--- src/rtl/load_align_pkg.sv ---
// rtl/load_align_pkg.sv - shared load-mode constants, FSM states and size helper
package load_align_pkg;

  localparam logic [2:0] LB_F3  = 3'b000;
  localparam logic [2:0] LH_F3  = 3'b001;
  localparam logic [2:0] LW_F3  = 3'b010;
  localparam logic [2:0] LD_F3  = 3'b011;
  localparam logic [2:0] LBU_F3 = 3'b100;
  localparam logic [2:0] LHU_F3 = 3'b101;
  localparam logic [2:0] LWU_F3 = 3'b110;

  typedef enum logic [1:0] {
    IDLE = 2'd0,
    RD0  = 2'd1,
    RD1  = 2'd2,
    RESP = 2'd3
  } state_t;

  // Access size in bytes; zero marks a mode with no defined size.
  function automatic logic [3:0] size_of(input logic [2:0] mode);
    case (mode)
      LB_F3, LBU_F3:  size_of = 4'd1;
      LH_F3, LHU_F3:  size_of = 4'd2;
      LW_F3, LWU_F3:  size_of = 4'd4;
      LD_F3:          size_of = 4'd8;
      default:        size_of = 4'd0;
    endcase
  endfunction

endpackage

--- src/rtl/load_extend.sv ---
// rtl/load_extend.sv - selects a byte/half/word/double from two beats and extends it
module load_extend
  import load_align_pkg::*;
#(
  parameter int D_WIDTH = 32,
  localparam int OFF_W = $clog2(D_WIDTH / 8)
) (
  input  logic [2*D_WIDTH-1:0] pair,
  input  logic [OFF_W-1:0]     off,
  input  logic [2:0]           mode,
  output logic [D_WIDTH-1:0]   result
);

  logic [2*D_WIDTH-1:0] shifted;
  logic [D_WIDTH-1:0]   keep_mask;
  logic [6:0]           nbits;
  logic                 sign_bit;

  // Shift the addressed byte to bit 0, mask to the access size, fill above with sign or zero.
  always_comb begin
    shifted   = pair >> {off, 3'b000};
    nbits     = {size_of(mode), 3'b000};
    keep_mask = '0;
    sign_bit  = 1'b0;
    for (int i = 0; i < D_WIDTH; i++) begin
      keep_mask[i] = (i < int'(nbits));
      if (i == int'(nbits) - 1) begin
        sign_bit = shifted[i] & ~mode[2];
      end
    end
    result = (shifted[D_WIDTH-1:0] & keep_mask) | ({D_WIDTH{sign_bit}} & ~keep_mask);
  end

endmodule

--- src/rtl/load_align_unit.sv ---
// rtl/load_align_unit.sv - sequential load unit issuing one or two aligned RAM reads per load
module load_align_unit
  import load_align_pkg::*;
#(
  parameter int D_WIDTH = 32,
  parameter int A_WIDTH = 32,
  localparam int OFF_W = $clog2(D_WIDTH / 8)
) (
  input  logic               clk,
  input  logic               rst,
  input  logic               req_valid,
  output logic               req_ready,
  input  logic [A_WIDTH-1:0] req_addr,
  input  logic [2:0]         req_mode,
  output logic               mem_re,
  output logic [A_WIDTH-1:0] mem_addr,
  input  logic [D_WIDTH-1:0] mem_rdata,
  output logic               resp_valid,
  input  logic               resp_ready,
  output logic [D_WIDTH-1:0] resp_data,
  output logic               resp_err
);

  localparam int BYTES = D_WIDTH / 8;

  state_t               state_q, state_d;
  logic [A_WIDTH-1:0]   base_q;
  logic [OFF_W-1:0]     off_q;
  logic [2:0]           mode_q;
  logic                 split_q;
  logic                 err_q;
  logic                 fresh_q;
  logic [D_WIDTH-1:0]   beat0_q;
  logic [D_WIDTH-1:0]   hold_q;
  logic [D_WIDTH-1:0]   ext_result;
  logic [2*D_WIDTH-1:0] pair;
  logic                 legal;
  logic                 split;
  logic                 accept;
  logic [4:0]           end_byte;

  // Classify the incoming request: legality for this width and whether it crosses a word.
  always_comb begin
    legal = (req_mode != 3'b111);
    if (D_WIDTH == 32 && (req_mode == LD_F3 || req_mode == LWU_F3)) begin
      legal = 1'b0;
    end
    end_byte = 5'(req_addr[OFF_W-1:0]) + 5'(size_of(req_mode));
    split    = (end_byte > 5'(BYTES));
    accept   = req_valid && (state_q == IDLE);
  end

  // The final beat is consumed straight off mem_rdata in the first RESP cycle,
  // since the synchronous RAM only presents it then; earlier beats come from beat0_q.
  always_comb begin
    pair = '0;
    if (split_q) begin
      pair = {mem_rdata, beat0_q};
    end else begin
      pair = {{D_WIDTH{1'b0}}, mem_rdata};
    end
  end

  load_extend #(
    .D_WIDTH(D_WIDTH)
  ) u_extend (
    .pair  (pair),
    .off   (off_q),
    .mode  (mode_q),
    .result(ext_result)
  );

  // State register.
  always_ff @(posedge clk) begin
    if (rst) begin
      state_q <= IDLE;
    end else begin
      state_q <= state_d;
    end
  end

  // Next-state logic and handshake / RAM strobe outputs.
  always_comb begin
    state_d    = state_q;
    req_ready  = 1'b0;
    mem_re     = 1'b0;
    mem_addr   = '0;
    resp_valid = 1'b0;
    resp_data  = '0;
    resp_err   = 1'b0;
    case (state_q)
      IDLE: begin
        req_ready = 1'b1;
        if (req_valid) begin
          state_d = legal ? RD0 : RESP;
        end
      end
      RD0: begin
        mem_re   = 1'b1;
        mem_addr = base_q;
        state_d  = split_q ? RD1 : RESP;
      end
      RD1: begin
        mem_re   = 1'b1;
        mem_addr = base_q + A_WIDTH'(BYTES);
        state_d  = RESP;
      end
      RESP: begin
        resp_valid = 1'b1;
        resp_data  = fresh_q ? ext_result : hold_q;
        resp_err   = err_q;
        if (resp_ready) begin
          state_d = IDLE;
        end
      end
      default: state_d = IDLE;
    endcase
  end

  // Request latches, first-beat capture and result hold for a stalled response.
  always_ff @(posedge clk) begin
    if (rst) begin
      base_q  <= '0;
      off_q   <= '0;
      mode_q  <= '0;
      split_q <= 1'b0;
      err_q   <= 1'b0;
      fresh_q <= 1'b0;
      beat0_q <= '0;
      hold_q  <= '0;
    end else begin
      if (accept) begin
        base_q  <= {req_addr[A_WIDTH-1:OFF_W], {OFF_W{1'b0}}};
        off_q   <= req_addr[OFF_W-1:0];
        mode_q  <= req_mode;
        split_q <= split && legal;
        err_q   <= !legal;
        fresh_q <= legal;
        hold_q  <= '0;
      end
      if (state_q == RD1) begin
        beat0_q <= mem_rdata;
      end
      if (state_q == RESP && fresh_q) begin
        hold_q  <= ext_result;
        fresh_q <= 1'b0;
      end
    end
  end

endmodule

--- config.mk ---
export PLATFORM = sky130hd
export DESIGN_NAME = load_align_unit
export DESIGN_NICKNAME = d
export VERILOG_FILES = /design/src/rtl/load_align_pkg.sv /design/src/rtl/load_extend.sv /design/src/rtl/load_align_unit.sv
export SDC_FILE = /design/constraint.sdc
export NUM_CORES = 1
export LEC_CHECK = 0
export CORE_ASPECT_RATIO = 0.6
export CORE_UTILIZATION = 40
export CTS_CLUSTER_SIZE = 10
export DETAILED_ROUTE_END_ITERATION = 6
export PLACE_DENSITY = 0.64
export SKIP_CTS_REPAIR_TIMING = 1
export SLEW_MARGIN = 30
export SYNTH_ARGS = -nofsm -noshare
export SYNTH_HDL_FRONTEND = slang
export SYNTH_SLANG_ARGS = --single-unit
--- constraint.sdc ---
create_clock -name clk -period 4.85 [get_ports clk]
set_clock_uncertainty 0.2 [all_clocks]
set_input_delay 1.455 -clock clk [delete_from_list [all_inputs] [get_ports clk]]
set_output_delay 1.455 -clock clk [all_outputs]
set_load 0.005 [all_outputs]
# Word level (Yosys, flattened, before mapping)
# Index checks and enable logic that the tools add are counted.
[word_totals] word_cells=201 regBits=104 in_bits=71 rom_bits=0 mem_bits_rw=0 latchBits=0 n_memories=0
[op_classes] n_eq_ne=49 n_mux=50 order_cmp=33 add_sub_neg=3 n_mul=0 n_div=0 shift=1 bitwise_logic=37 reduce_logical=19
[op_table] cell="6-bit by 32-bit == test with 1-bit output (first input constant)" n=16
[op_table] cell="5-bit by 32-bit == test with 1-bit output (first input constant)" n=8
[op_table] cell="4-bit by 32-bit == test with 1-bit output (first input constant)" n=4
[op_table] cell="32-bit two-way mux" n=4
[op_table] cell="5-bit by 7-bit < comparator with 1-bit output (first input constant)" n=16
[op_table] cell="32-bit bitwise AND" n=2
[op_table] cell="3-bit by 32-bit == test with 1-bit output (first input constant)" n=2
[op_table] cell="64-bit two-way mux" n=1
[op_table] cell="32-bit case mux with 2 select lines" n=1
[op_table] cell="64-bit by 5-bit >> shifter with 32-bit output" n=1
[op_table] cell="4-bit by 7-bit < comparator with 1-bit output (first input constant)" n=8
[op_table] cell="1-bit two-way mux" n=38
[op_table] cell="32-bit by 3-bit adder with 32-bit output (second input constant)" n=1
[op_table] cell="1-bit bitwise AND" n=32
[op_table] cell="2-bit by 32-bit == test with 1-bit output (first input constant)" n=1
[op_table] cell="32-bit zero test" n=1
[op_table] cell="32-bit NOT" n=1
[op_table] cell="32-bit OR" n=1
[op_table] cell="4-bit case mux with 4 select lines" n=2
[op_table] cell="3-bit by 7-bit < comparator with 1-bit output (first input constant)" n=4
[op_table] cell="3-bit == test (second input constant)" n=6
[op_table] cell="2-bit OR reduction" n=8
[op_table] cell="1-bit by 7-bit < comparator with 1-bit output (first input constant)" n=2
[op_table] cell="2-bit by 7-bit < comparator with 1-bit output (first input constant)" n=2
[op_table] cell="other kinds (19)" n=30

# Longest topological paths before layout
# Gate-level depths: netlist of the first run.
[logic_depth] ltp_word=41 ltp_mapped=10

# By module
# A second synthesis of the first run with hierarchy kept.
[unflattened] cells_unflattened=909 hier_area_um2=7231.9
[modules_own_cells] module="load_align_unit" instances=1 cells_each=720 area_per_inst_um2=5853.1 seq_area_each_um2=2082.0
[modules_own_cells] module="load_extend" instances=1 cells_each=189 area_per_inst_um2=1378.8 seq_area_each_um2=0.0

# Worst setup path before layout of the first run
# Ideal clock, no wire load.
[synth_timing] kind="input to output" startpoint="in mem_rdata[7]" endpoint="out resp_data[0]" path_slack_ns=0.431 path_buffers=0 cell_stages=6 t_arrival_ns=2.764 cell_sequence="mux2_2 > a221o_1 > nand2_1 > a311oi_4 > a21boi_0 > o21ai_0"
[synth_via] elab_chain_len=32
[synth_lines] element="start, declared" line="load_align_unit.sv:17" text="input logic [D_WIDTH-1:0] mem_rdata,"
[synth_lines] element="64-bit two-way mux *" line="load_align_unit.sv:57" text="if (split_q) begin"
[synth_lines] element="64-bit by 5-bit >> shifter with 32-bit output *" line="load_extend.sv:21" text="shifted = pair >> {off, 3'b000};"
[synth_lines] element="1-bit bitwise AND" line="load_extend.sv:28" text="sign_bit = shifted[i] & ~mode[2];"
[synth_lines] element="1-bit two-way mux (24 in series)" line="load_extend.sv:27" text="if (i == int'(nbits) - 1) begin"
[synth_lines] element="1-bit two-way mux *" line="load_extend.sv:27"
[synth_lines] element="32-bit bitwise AND *" line="load_extend.sv:31" text="result = (shifted[D_WIDTH-1:0] & keep_mask) | ({D_WIDTH{sign_bit}} & ~keep_mask);"
[synth_lines] element="32-bit OR *" line="load_extend.sv:31"
[synth_lines] element="32-bit two-way mux *" line="load_align_unit.sv:110" text="resp_data = fresh_q ? ext_result : hold_q;"
[synth_lines] element="32-bit two-way mux *" line="load_align_unit.sv:91" text="case (state_q)"
[synth_lines] element="end, declared" line="load_align_unit.sv:20" text="output logic [D_WIDTH-1:0] resp_data,"
# Every way passes the cells marked *; elsewhere a longest branch is shown, timed or not.

# Worst setup path in the final report of the first run
[layout_timing] startpoint="in mem_rdata[7]" endpoint="out resp_data[21]"
# The elaborated chain is that of the path after synthesis.

==> flow_summary.ini, run 1 <==
[run_status]
status = complete, no violations

[yosys]
synth_compound_area_frac = 0.185
ys_seq_area_frac = 0.319
synth-edff-count = 0
synth_top_family_by_area = simple AND/OR/NAND/NOR gates
synth_area_leader_cell = dfxtp_1
synth_cell_types = 56
synthMuxAreaShare = 0.143
yosysTopAreaCellShare = 0.319
postSynthCellCount = 884
synth_xor_area_frac = 0.0201
yosys.area_share.simple = 0.258
synthArstFlopShare = 0
ys_warn_count = 0
yosys-top-cells-area = dfxtp_1, mux2i_1, nand2_1, a21oi_1, nor2_1
ys_ff_latch = 104
synth_adder_area_share = 0.0222
synthFlopType = dfxtp_1
synth_area_per_cell_sq_um = 7.38
syn-cell-area_sq_um = 6530

[routing]
wl_per_cell_um = 16.6
vias = 6830
met1_length_mm = 11.1
drc = 0
post_drt_via_cell_ratio = 5.48
ant_nets = 0
wl_met3_mm = 1.65
dr.max_layer_used = met5
wirelength_mm = 20.7
drtPass1Iterations = 5
drt_iter0_markers = 536
route.met2.wl_mm = 7.77

[global_routing]
antenna_found_initial = 2
gr-total-overflow = 0
grt_pass1_wl_mm = 32.6
grt_max_degree = 64
grt_use_total = 0.244
grt_pass1_vias = 6104

[sta]
tns_ns = 0
rsz0062_at_grt = no
tightest_slew_ns = 0.759
setup-violations-final = 0
fin_crit_sh = 0.984
layout_min_cycle_time_ns = 4.77
finalHoldViolCount = 0
slew-limit-headroom = 0.492
drv_slew = 0
fmax_mhz = 210

[cts]
cts_tree = done
htree_levels = 3
clkTransAtPathRegs_ns = 0.07
cts_buffer_depth = 2
clk-insertion-delay-late_ns = 0.35
numCtsBuffers = 9
clock-sinks = 104
cts_root_buf = clkbuf_16

[layout]
utilization = 0.568
nets = 1119
layout-drive-gt1-share = 0.119
syn_to_final_growth_pct = 36.0
mostFrequentLayoutCell = nand2_1
final_cell_mix = nand2_1, dfxtp_1, clkdlybuf4s50_1
n_fill_cell = 1491

[die]
die_h_um = 101
die_x_um = 167
dieArea_sq_um = 16900
core-area_sq_um = 15600
io_pins = 139
num_rows = 35
start_util = 0.418

[flow_run]
cap_violations = 0

[placement]
port_buffers = 136
place.gp.congestion = 0.909
dp_hpwl_mm = 14.9

[critical_path]
critical_path_buf_inv_count = 4
slowest_stage = a221o_1
critPathTopFamily = buffers and inverters
crit_path_end_kind = output pin
path_class = input pin to output pin
cp_max_fo = 6
slowest_delay_ns = 0.37
cp_data_arrival_time_ns = 3.12
worstPathRequired_ns = 3.19
crit_chain = clkbuf_2 -> mux2_2 -> a221o_1 -> nand2_2 -> a311oi_4 -> buf_6 -> nand3_2 -> clkbuf_4 -> nand3_1 -> dlymetal6s2s_1
startpoint_type = input pin

[pwr]
power_mw = 3.37
peakVddDrop_uv = 220
p_per_area_nw_per_um2 = 380
p_leak_nw = 3.90

[hold_path]
hold_class = register to register
## synthesized netlist by cell type, types with 8 or more instances
cell type,n
nand2_1,211
dfxtp_1,104
mux2i_1,81
nor2_1,68
a21oi_1,61
nand3_1,48
clkbuf_1,41
o21ai_0,37
a31oi_1,29
nor2b_1,15
o22ai_1,15
a22oi_1,13
and2_1,13
inv_1,13
buf_2,12
ha_1,10
and3_1,9
mux2_2,9
buf_1,8
nand4_1,8
xnor2_1,8
## registers in the layout (all words and copies together) (netlist names)
| name | cells |
|---|---|
| fresh_q | 1 |
| mode_q | 3 |
| off_q | 2 |
| beat0_q | 32 |
| split_q | 1 |
| hold_q | 32 |
| base_q | 30 |
| err_q | 1 |
| state_q | 2 |
## area by class of cell
cell class	instances	area, sq um	share of cell area
sequential	104	2080	0.235
tap	203	254	0.0286
inverter	15	56.3	0.00634
clock buffer	12	246	0.0278
timing repair buffer	208	1990	0.224
antenna	1	2.50	0.000282
multi-input combinational	699	4190	0.472
clock inverter	4	53.8	0.00606
## per-layer routing
layer	GRT usage	up-vias
li1	-	3394
met1	0.376	3156
met2	0.334	260
met3	0.0601	18
met4	0.0456	2
met5	0	-
## path summary, 6_finish.rpt
check        slack [ns]                    from                      end  cells after the start
max                0.08            mem_rdata[7]            resp_data[21]                     10
max reg2reg        1.95  mode_q[0]$_SDFFE_PP0P_  hold_q[21]$_SDFFE_PP0P_                     11
min                0.26  hold_q[1]$_SDFFE_PP0P_   hold_q[1]$_SDFFE_PP0P_                      2
min reg2reg        0.26  hold_q[1]$_SDFFE_PP0P_   hold_q[1]$_SDFFE_PP0P_                      2
## worst reg2reg max path, stage by stage (launching register included)
cell and delay, ns:
dfxtp_1 0.35, or2_2 0.37, ha_1 0.21, xnor2_1 0.12
or3_4 0.37, a311oi_4 0.31, buf_6 0.17, nand3_2 0.11
clkbuf_4 0.21, buf_4 0.15, buf_4 0.13, a31oi_1 0.13
## kinds of logic after synthesis
group | count (synthesis)
AO/OA/AOI/OAI | 192
XOR/XNOR | 15
adder cells (fa/ha/maj) | 11
buffers and inverters | 82
flip-flops | 104
multiplexers | 91
other | 1
AND/OR/NAND/NOR | 388
## where the power goes
| part | total (mW) | switching [mW] | internal [mW] |
|---|---|---|---|
| registers | 1.11 | 0.126 | 0.987 |
| clock network | 0.751 | 0.335 | 0.417 |
| logic | 1.51 | 0.853 | 0.655 |
## stage by stage
step / hold slack (ns) / instances / instance area, sq um / setup WS [ns]
final: 0.263 / 1246 / 8880 / 0.0778
after global placement: 0.244 / 1221 / 8360 / -0.619
after detailed placement: 0.255 / 1221 / 8360 / -0.650
after floorplan: 0.237 / 885 / 6530 / 0.431
after CTS: 0.265 / 1237 / 8660 / -0.661
after global routing: 0.295 / 1245 / 8880 / 0.00522
(Power assumes the default switching activity.)
==> run 2, diff against run 1 <==
--- a/config.mk
+++ b/config.mk
@@ -9,9 +9,10 @@
 export CORE_UTILIZATION = 40
 export CTS_CLUSTER_SIZE = 10
 export DETAILED_ROUTE_END_ITERATION = 6
-export PLACE_DENSITY = 0.64
+export PLACE_DENSITY = 0.63
 export SKIP_CTS_REPAIR_TIMING = 1
 export SLEW_MARGIN = 30
 export SYNTH_ARGS = -nofsm -noshare
 export SYNTH_HDL_FRONTEND = slang
+export SYNTH_HIERARCHICAL = 1
 export SYNTH_SLANG_ARGS = --single-unit
==> run 2 against run 1 <==
Effect of this change: the run now ends with setup timing left; die area increased by 9.9%; via count increased by 4.1%; critical path depth increased by 2; routed wire length grew 12%; critical endpoint is now resp_data[0]; largest power group unchanged.
==> flow_summary.ini, run 2 <==
[sta]
setup-violations-final = 31
fin_crit_sh = 1.11
finalHoldViolCount = 0
worst_slack_ns = -0.539
tightest_slew_ns = 0.918
layout_min_cycle_time_ns = 5.39
drv_slew = 0
slew-limit-headroom = 0.386
fmax_mhz = 186
rsz0062_at_grt = yes

[run_status]
violations = setup timing
status = finished with violations

[die]
core-area_sq_um = 17400
die_h_um = 106
io_pins = 139
dieArea_sq_um = 18500
start_util = 0.414
num_rows = 37
die_x_um = 175

[placement]
port_buffers = 136
pre_cts_ws_ns = -1.15
dp_hpwl_mm = 16.0
place.gp.congestion = 0.852
post-place-cells = 1257

[critical_path]
r2r_slack_ns = 1.85
startpoint_type = input pin
path_class = input pin to output pin
cp_max_fo = 7
startpoint = mem_rdata[15]
critPathCapture = resp_data[0]
reg2reg_depth = 12
r2r_start = mode_q[0]$_SDFFE_PP0P_
cp_data_arrival_time_ns = 3.73
worstPathRequired_ns = 3.19
crit_path_end_kind = output pin
r2r-end = hold_q[17]$_SDFFE_PP0P_

[flow_run]
cap_violations = 0

[routing]
drc = 0
drtPass1Iterations = 5
wl_per_cell_um = 17.8
wirelength_mm = 23.2
ant_nets = 0
post_drt_via_cell_ratio = 5.46
vias = 7107
drt_iter0_markers = 642

[cts]
htree_levels = 3
clk-insertion-delay-late_ns = 0.35
cts_root_buf = clkbuf_16
clkTransAtPathRegs_ns = 0.07
clock-sinks = 104
numCtsBuffers = 9
cts_tree = done
cts_buffer_depth = 2

[layout]
utilization = 0.571
layout-drive-gt1-share = 0.231
fin_cells = 1301
top_regs = beat0_q x32, hold_q x32, base_q x30
syn_to_final_growth_pct = 37.9
mostFrequentLayoutCell = nand2_1
final_cell_mix = nand2_1, nor2_1, dfxtp_1
nets = 1143

[pwr]
p_leak_nw = 3.70
peakVddDrop_uv = 226
p_per_area_nw_per_um2 = 468

[global_routing]
grt_use_total = 0.235
grt_max_degree = 66
grt_pass1_vias = 6187
grt_pass1_wl_mm = 34.2
gr-total-overflow = 0
antenna_found_initial = 1

[hold_path]
hold_class = register to register

[yosys]
syn-cell-area_sq_um = 7180
postSynthCellCount = 901
ys_warn_count = 6
synth_area_per_cell_sq_um = 7.97
-- run 2: metal layers --
layer / GRT usage / wire length, um / vias up / share of wire
li1: - / - / 3499 / -
met1: 0.386 / 12700 / 3340 / 0.55
met2: 0.293 / 8660 / 253 / 0.37
met3: 0.0620 / 1650 / 15 / 0.071
met4: 0.0323 / 128 / 0 / 0.0055
met5: 0 / 0 / - / 0
-- run 2: report_power, final --
part / leakage, nW / switching, mW / internal (mW) / total [mW]
registers: 0.847 / 0.149 / 0.975 / 1.12
logic: 2.72 / 1.41 / 1.38 / 2.79
clock network: 0.134 / 0.363 / 0.355 / 0.718
-- run 2: area by class of cell --
class / count / area [sq um]
fill: 1613 / 7450
tap: 234 / 293
clock inverter: 7 / 53.8
multi-input combinational: 704 / 5110
clock buffer: 9 / 225
timing repair buffer: 228 / 2090
antenna: 1 / 2.50
inverter: 14 / 52.6
sequential: 104 / 2090
-- run 2: worst min path at each step --
stage	startpoint	to	slack, ns	cells after the start
after floorplan	err_q$_SDFFE_PP0P_	err_q$_SDFFE_PP0P_	0.25	2
after global placement	err_q$_SDFFE_PP0P_	err_q$_SDFFE_PP0P_	0.26	2
after global routing	beat0_q[6]$_SDFFE_PP0P_	beat0_q[6]$_SDFFE_PP0P_	0.31	2
final	off_q[1]$_SDFFE_PP0P_	off_q[1]$_SDFFE_PP0P_	0.29	2
after detailed placement	beat0_q[6]$_SDFFE_PP0P_	beat0_q[6]$_SDFFE_PP0P_	0.27	2
after CTS	base_q[30]$_SDFFE_PP0P_	base_q[30]$_SDFFE_PP0P_	0.29	2
-- run 2: per-stage QoR --
stage / instance area [sq um] / setup TNS, ns / power [mW] / hold WS [ns]
after floorplan: 7190 / 0 / 2.38 / 0.248
after global placement: 8980 / -32.21 / 3.04 / 0.259
after detailed placement: 8980 / -33.82 / 3.06 / 0.275
after CTS: 9260 / -33.91 / 3.78 / 0.291
after global routing: 9900 / -14.51 / 4.87 / 0.311
final: 9910 / -12.16 / 4.63 / 0.289
-- run 2: worst max-delay path, cell delays in order --
cell and delay (ns):
buf_6 0.10, mux2_4 0.28, buf_6 0.12, mux4_2 0.45, mux2_4 0.34, buf_6 0.13, o21ai_2 0.13, buf_6 0.18
o22ai_4 0.10, mux2i_1 0.22, nor2b_1 0.11, buf_2 0.14
==> run 3, diff against run 2 <==
--- a/config.mk
+++ b/config.mk
@@ -5,6 +5,7 @@
 export SDC_FILE = /design/constraint.sdc
 export NUM_CORES = 1
 export LEC_CHECK = 0
+export CAP_MARGIN = 5
 export CORE_ASPECT_RATIO = 0.6
 export CORE_UTILIZATION = 40
 export CTS_CLUSTER_SIZE = 10
==> results of run 3 <==
The final DEF is identical to that of run 2; final timing and power are the same.
